[config.mk]
export PLATFORM = sky130hd
export DESIGN_NAME = alu_datapath
export DESIGN_NICKNAME = d
export VERILOG_FILES = /design/src/rtl/alu_pkg.sv /design/src/rtl/alu_core.sv /design/src/rtl/alu_datapath.sv
export SDC_FILE = /design/constraint.sdc
export NUM_CORES = 1
export LEC_CHECK = 0
export ABC_AREA = 1
export CAP_MARGIN = 20
export CORE_MARGIN = 2
export CORE_UTILIZATION = 53
export CTS_CLUSTER_SIZE = 30
export DETAILED_ROUTE_END_ITERATION = 8
export PLACE_DENSITY_LB_ADDON = 0.25
export SYNTH_ARGS = -nofsm -noshare
export SYNTH_HDL_FRONTEND = slang
export SYNTH_SLANG_ARGS = --single-unit
[constraint.sdc]
create_clock -name clk -period 3.66 [get_ports clk]
set_clock_uncertainty 0.1 [all_clocks]
set_input_delay 0.549 -clock clk [delete_from_list [all_inputs] [get_ports clk]]
set_output_delay 0.549 -clock clk [all_outputs]
set_load 0.02 [all_outputs]
[src/rtl/alu_pkg.sv]
//==============================================================================
// Module      : alu_pkg
// Description : Shared constants for the ALU datapath: default data width and
//               the 3-bit ALU operation encodings.
// Revision    : 1.0 - initial release
//==============================================================================
`default_nettype none

package alu_pkg;

    localparam int WIDTH_DEFAULT = 32;

    localparam logic [2:0] OP_AND = 3'b000;
    localparam logic [2:0] OP_OR  = 3'b001;
    localparam logic [2:0] OP_ADD = 3'b010;
    localparam logic [2:0] OP_XOR = 3'b011;
    localparam logic [2:0] OP_SRL = 3'b100;
    localparam logic [2:0] OP_SLL = 3'b101;
    localparam logic [2:0] OP_SUB = 3'b110;
    localparam logic [2:0] OP_SLT = 3'b111;

endpackage

`default_nettype wire

[src/rtl/alu_core.sv]
//==============================================================================
// Module      : alu_core
// Description : Purely combinational ALU. Computes result and signed-overflow
//               flag for the selected operation.
//               Ports: a, b (operands), op (3-bit select) -> result, ovf.
//               Macro ALU_SHIFT_EN builds the shifter; without it SRL/SLL
//               return 0.
// Revision    : 1.0 - initial release
//==============================================================================
`default_nettype none

module alu_core
    import alu_pkg::*;
#(
    parameter int WIDTH = WIDTH_DEFAULT
) (
    input  logic [WIDTH-1:0] a,
    input  logic [WIDTH-1:0] b,
    input  logic [2:0]       op,
    output logic [WIDTH-1:0] result,
    output logic             ovf
);

    localparam int c_msb = WIDTH - 1;

    logic [WIDTH-1:0] w_sum;
    logic [WIDTH-1:0] w_diff;
    logic             w_add_ovf;
    logic             w_sub_ovf;
    logic             w_slt;
    logic [WIDTH-1:0] w_srl;
    logic [WIDTH-1:0] w_sll;

    assign w_sum  = a + b;
    assign w_diff = a - b;

    // Overflow: like-signed operands for ADD (unlike-signed for SUB) whose
    // result sign differs from a.
    assign w_add_ovf = (a[c_msb] == b[c_msb]) && (w_sum[c_msb]  != a[c_msb]);
    assign w_sub_ovf = (a[c_msb] != b[c_msb]) && (w_diff[c_msb] != a[c_msb]);

    // When signs differ the negative operand is the smaller one; only for
    // like signs is the difference sign trustworthy (no overflow possible).
    assign w_slt = (a[c_msb] != b[c_msb]) ? a[c_msb] : w_diff[c_msb];

`ifdef ALU_SHIFT_EN
    assign w_srl = a >> b[4:0];
    assign w_sll = a << b[4:0];
`else
    assign w_srl = '0;
    assign w_sll = '0;
`endif

    always_comb begin
        result = '0;
        ovf    = 1'b0;
        case (op)
            OP_AND: result = a & b;
            OP_OR : result = a | b;
            OP_ADD: begin
                result = w_sum;
                ovf    = w_add_ovf;
            end
            OP_XOR: result = a ^ b;
            OP_SRL: result = w_srl;
            OP_SLL: result = w_sll;
            OP_SUB: begin
                result = w_diff;
                ovf    = w_sub_ovf;
            end
            OP_SLT: result = {{(WIDTH-1){1'b0}}, w_slt};
            default: result = '0;
        endcase
    end

endmodule

`default_nettype wire

[src/rtl/alu_datapath.sv]
//==============================================================================
// Module      : alu_datapath
// Description : Execute-stage datapath: registered ALU result/flags, fetch
//               PC+4 and branch target. All results have one cycle latency;
//               hold stalls every output register, reset overrides hold.
//               Ports: clk, reset (sync, active-high), hold, alu_a, alu_b,
//               alu_op, pc_f, pc_plus4_d, imm_ext -> alu_out, zero, ovf,
//               pc_plus4_f, branch_target.
//               Macro ALU_SHIFT_EN enables SRL/SLL in the ALU.
// Revision    : 1.0 - initial release
//==============================================================================
`default_nettype none

module alu_datapath
    import alu_pkg::*;
#(
    parameter int WIDTH = WIDTH_DEFAULT
) (
    input  logic             clk,
    input  logic             reset,
    input  logic             hold,
    input  logic [WIDTH-1:0] alu_a,
    input  logic [WIDTH-1:0] alu_b,
    input  logic [2:0]       alu_op,
    input  logic [WIDTH-1:0] pc_f,
    input  logic [WIDTH-1:0] pc_plus4_d,
    input  logic [WIDTH-1:0] imm_ext,
    output logic [WIDTH-1:0] alu_out,
    output logic             zero,
    output logic             ovf,
    output logic [WIDTH-1:0] pc_plus4_f,
    output logic [WIDTH-1:0] branch_target
);

    localparam logic [WIDTH-1:0] c_four = WIDTH'(4);

    logic [WIDTH-1:0] w_result;
    logic             w_ovf;
    logic [WIDTH-1:0] w_pc_plus4;
    logic [WIDTH-1:0] w_branch;

    logic [WIDTH-1:0] r_alu_out;
    logic             r_zero;
    logic             r_ovf;
    logic [WIDTH-1:0] r_pc_plus4_f;
    logic [WIDTH-1:0] r_branch_target;

    alu_core #(
        .WIDTH (WIDTH)
    ) u_alu_core (
        .a      (alu_a),
        .b      (alu_b),
        .op     (alu_op),
        .result (w_result),
        .ovf    (w_ovf)
    );

    assign w_pc_plus4 = pc_f + c_four;
    // Immediate is a word offset; two's-complement wrap handles negatives.
    assign w_branch   = pc_plus4_d + (imm_ext << 2);

    always_ff @(posedge clk) begin
        if (reset) begin
            r_alu_out       <= '0;
            r_zero          <= 1'b1;  // matches the cleared alu_out
            r_ovf           <= 1'b0;
            r_pc_plus4_f    <= '0;
            r_branch_target <= '0;
        end else if (!hold) begin
            r_alu_out       <= w_result;
            r_zero          <= (w_result == '0);
            r_ovf           <= w_ovf;
            r_pc_plus4_f    <= w_pc_plus4;
            r_branch_target <= w_branch;
        end
    end

    assign alu_out       = r_alu_out;
    assign zero          = r_zero;
    assign ovf           = r_ovf;
    assign pc_plus4_f    = r_pc_plus4_f;
    assign branch_target = r_branch_target;

endmodule

`default_nettype wire

==> summary.md <==
| Metric | Value |
|---|---|
| TritonCTS clock tree | yes |
| H-tree depth | 3 |
| Routed via count | 16,271 |
| Fin util | 78.2% |
| Post-route ant nets | 0 |
| Number of CTS-inserted buffers | 9 |
| Ys async rst share | 0% |
| VDD IR max | 0.283 mV |
| Syn Std Cell Area | 12,300 um2 |
| Number of placed cells counting well taps | 2,878 |
| Max Clock Freq | 295 MHz |
| Clk_lat worst skew | 0.34 ns |
| Final cycle utilization of the critical path | 92.6% |
| Crit path kind | in -> reg |
| Synth warn | 0 |
| Overflow after GRT | 0 |
| Final hold vios | 0 |
| Average size of a mapped cell | 5.71 um2 |
| Cell Pwr Density | 262 nW/um2 |
| DIE AREA | 24,500 um2 |
| Num rows | 55 |
| Crit path max fanout | 2 |
| Leak | 9.65 nW |
| Global-route met3 utilization | 8.75% |
| Crit-path slowest cell | fa_2 |
| Fill cells | 1,614 |
| Final Total Pwr | 4.66 mW |
| Worst-Margin Slew | 0.907 ns |
| Gr usage total | 39.1% |
| Part of the power in registers | 25.9% |
| First-pass detailed-route iteration total | 6 |
| Die Ht | 157 um |
| Syn Nets | 2,464 |
| Commonest non-fill, non-tap cell in the layout | nand2_1 |
| Final Wtd Congestion | 1.07 |
| Area of the multi-input gates | 9220 um2 |
| Final setup TNS | 0 ns |
| Final Max Slew Viols | 0 |
| Pint | 2.73 mW |
| Post-synth EDFFs | 0 |
| Sequential cell area | 1960 um2 |
| Worst hold-check path type | reg -> reg |
| Most frequent cells in the layout | 494 x nand2_1, 322 x inv_1, 305 x nor2_1 |
| Detailed Place HPWL | 39,900 um |
| Number of global-route vias before repair | 15,332 |
| Synth cell types | 50 |
| Logic pwr share | 52.9% |
| CP Launch Type | input pin |
| Pre-CTS setup slack | -0.674 ns |
| Final Setup Violations | 0 |
| Mean number of vias per cell | 5.60 |
| Die X | 157 um |
| CTS Buffer Depth | 2 |
| Clock sink total | 98 |
| Clock transition at the registers of the reported paths | 0.07 ns |
| Synth top area cells | dfxtp_1 16%, nand2_1 15%, ha_1 13%, inv_1 12%, nor2_1 9.7% |
| Setup ws final | 0.271 ns |
| Area Overhead vs Synth | 44.3% |
| Final min period | 3.39 ns |
| Synth top area share | 15.9% |
| Met1 global-route usage | 48.9% |
| Post-route DRC | 0 |
| CP required | 3.85 ns |
| Routed len/inst | 17.6 um |
| Mapped Cells | 2,162 |
| Clock power frac | 21.3% |
| Yosys reg bits | 98 |
| Number of antenna violations at the first check in global routing | 1 |
| CP endpoint kind | flop |
| Max incr delay on CP | 0.34 ns |
| Yosys top cell by area | dfxtp_1 |
| Initial drt markers | 1,919 |
| First-pass GRT wire length | 76,100 um |
| Switch Pwr | 1.93 mW |
| Largest net degree at the start of global routing | 66 |
| Sw frac | 41.4% |
| Most used DFF post-synth | dfxtp_1 |
| Share of layout cells above drive strength 1 | 16.3% |
| CTS Hold Bufs | 0 |
| Max-cap violations | 0 |
| Drt total wl | 51,300 um |
| Max transition margin | 39.5% |
| Diodes inserted | 0 |
| Gr busiest metal | met2 |
| Root buf cell | clkbuf_16 |
| Port Buffers | 261 |
| Initial core utilization | 54.2% |
| Post-layout nets | 2,892 |
| Seq/Total Area, Yosys | 15.9% |
| Global routing usage on met2 | 62.5% |
| IO Count | 264 |
| Status | complete, no violations |
| Non-Filler Instances | 2,908 |
| Core box area | 22,800 um2 |
| CP arrival | 3.58 ns |
[synthesized netlist by cell type (8+ instances only)]
| master | instances |
|---|---|
| nand4_1 | 40 |
| nor3_1 | 16 |
| ha_1 | 132 |
| a211oi_1 | 8 |
| nand3_1 | 174 |
| nand2_1 | 509 |
| o21ai_0 | 130 |
| xor2_1 | 33 |
| buf_2 | 24 |
| dfxtp_1 | 98 |
| xnor2_1 | 13 |
| clkbuf_1 | 25 |
| o211ai_1 | 17 |
| inv_1 | 379 |
| o21ai_1 | 12 |
| a21oi_1 | 119 |
| nor2_1 | 318 |
| o21bai_1 | 13 |
| buf_1 | 15 |
[stage by stage]
stage | cell area, um2 | hold slack [ns]
4_1_cts | 17200 | 0.379
3_5_place_dp | 16600 | 0.363
5_1_grt | 17800 | 0.401
6_report | 17800 | 0.377
2_1_floorplan | 12300 | 0.444
3_3_place_gp | 16600 | 0.357
[repair_timing]
action                     CTS  global route
setup endpoints to repair    3             4
setup buffers                9             5
resized for setup           33           191
pin swaps                    6            37
[area by class of cell]
class                           count  area share [%]
Multi-Input combinational cell   1607            51.8
Timing Repair Buffer              489            25.1
Sequential cell                    98            11.0
Inverter                          385            8.13
Tap cell                          313            2.20
Clock buffer                        9            1.26
Clock inverter                      7           0.492
[critical path, delay by kind of cell]
kind,cells,cell delay [ns]
buffers and inverters,4,0.48
adder cells (fa/ha/maj),2,0.48
AND/OR/NAND/NOR,23,1.85
AO/OA/AOI/OAI,2,0.23
[logic make-up (layout without fill, tap and decap cells)]
group / count (synthesis) / count (layout) / synth area share [%]
AND/OR/NAND/NOR: 1105 / 1105 / 38.2
buffers and inverters: 457 / 890 / 14.4
AO/OA/AOI/OAI: 320 / 320 / 14.2
adder cells (fa/ha/maj): 136 / 136 / 14.0
flip-flops: 98 / 98 / 15.9
XOR/XNOR: 46 / 46 / 3.26
[routing by layer]
layer	part of all wire [%]	wire length (um)
met5	0.031	16
met4	5.7	2930
met3	10	5150
met2	45	22900
met1	40	20300
[power groups by stage]
stage / sequential, mW / clock, mW / combinational (mW)
after CTS: 1.20 / 0.998 / 2.29
final: 1.21 / 0.991 / 2.46
after floorplan: 1.33 / 0 / 1.09
after global routing: 1.21 / 1.04 / 2.65
after detailed placement: 1.23 / 0 / 2.23
after global placement: 1.22 / 0 / 2.18
[state kept, by name, indices dropped and copies added (netlist names)]
name / cells
zero: 1
ovf: 1
pc_plus4_f: 32
branch_target: 32
alu_out: 32
[worst paths after layout]
check / from / to / slack [ns] / cells after the start
worst max register to register: pc_plus4_f[28]$_SDFFE_PP0N_ / pc_plus4_f[28]$_SDFFE_PP0N_ / 2.75 / 4
worst min-delay path: ovf$_SDFFE_PP0N_ / ovf$_SDFFE_PP0N_ / 0.38 / 2
worst min register to register: ovf$_SDFFE_PP0N_ / ovf$_SDFFE_PP0N_ / 0.38 / 2
worst max-delay path: alu_b[1] / zero$_SDFFE_PP1N_ / 0.27 / 31
No activity file was read; power rests on OpenSTA's default activity.
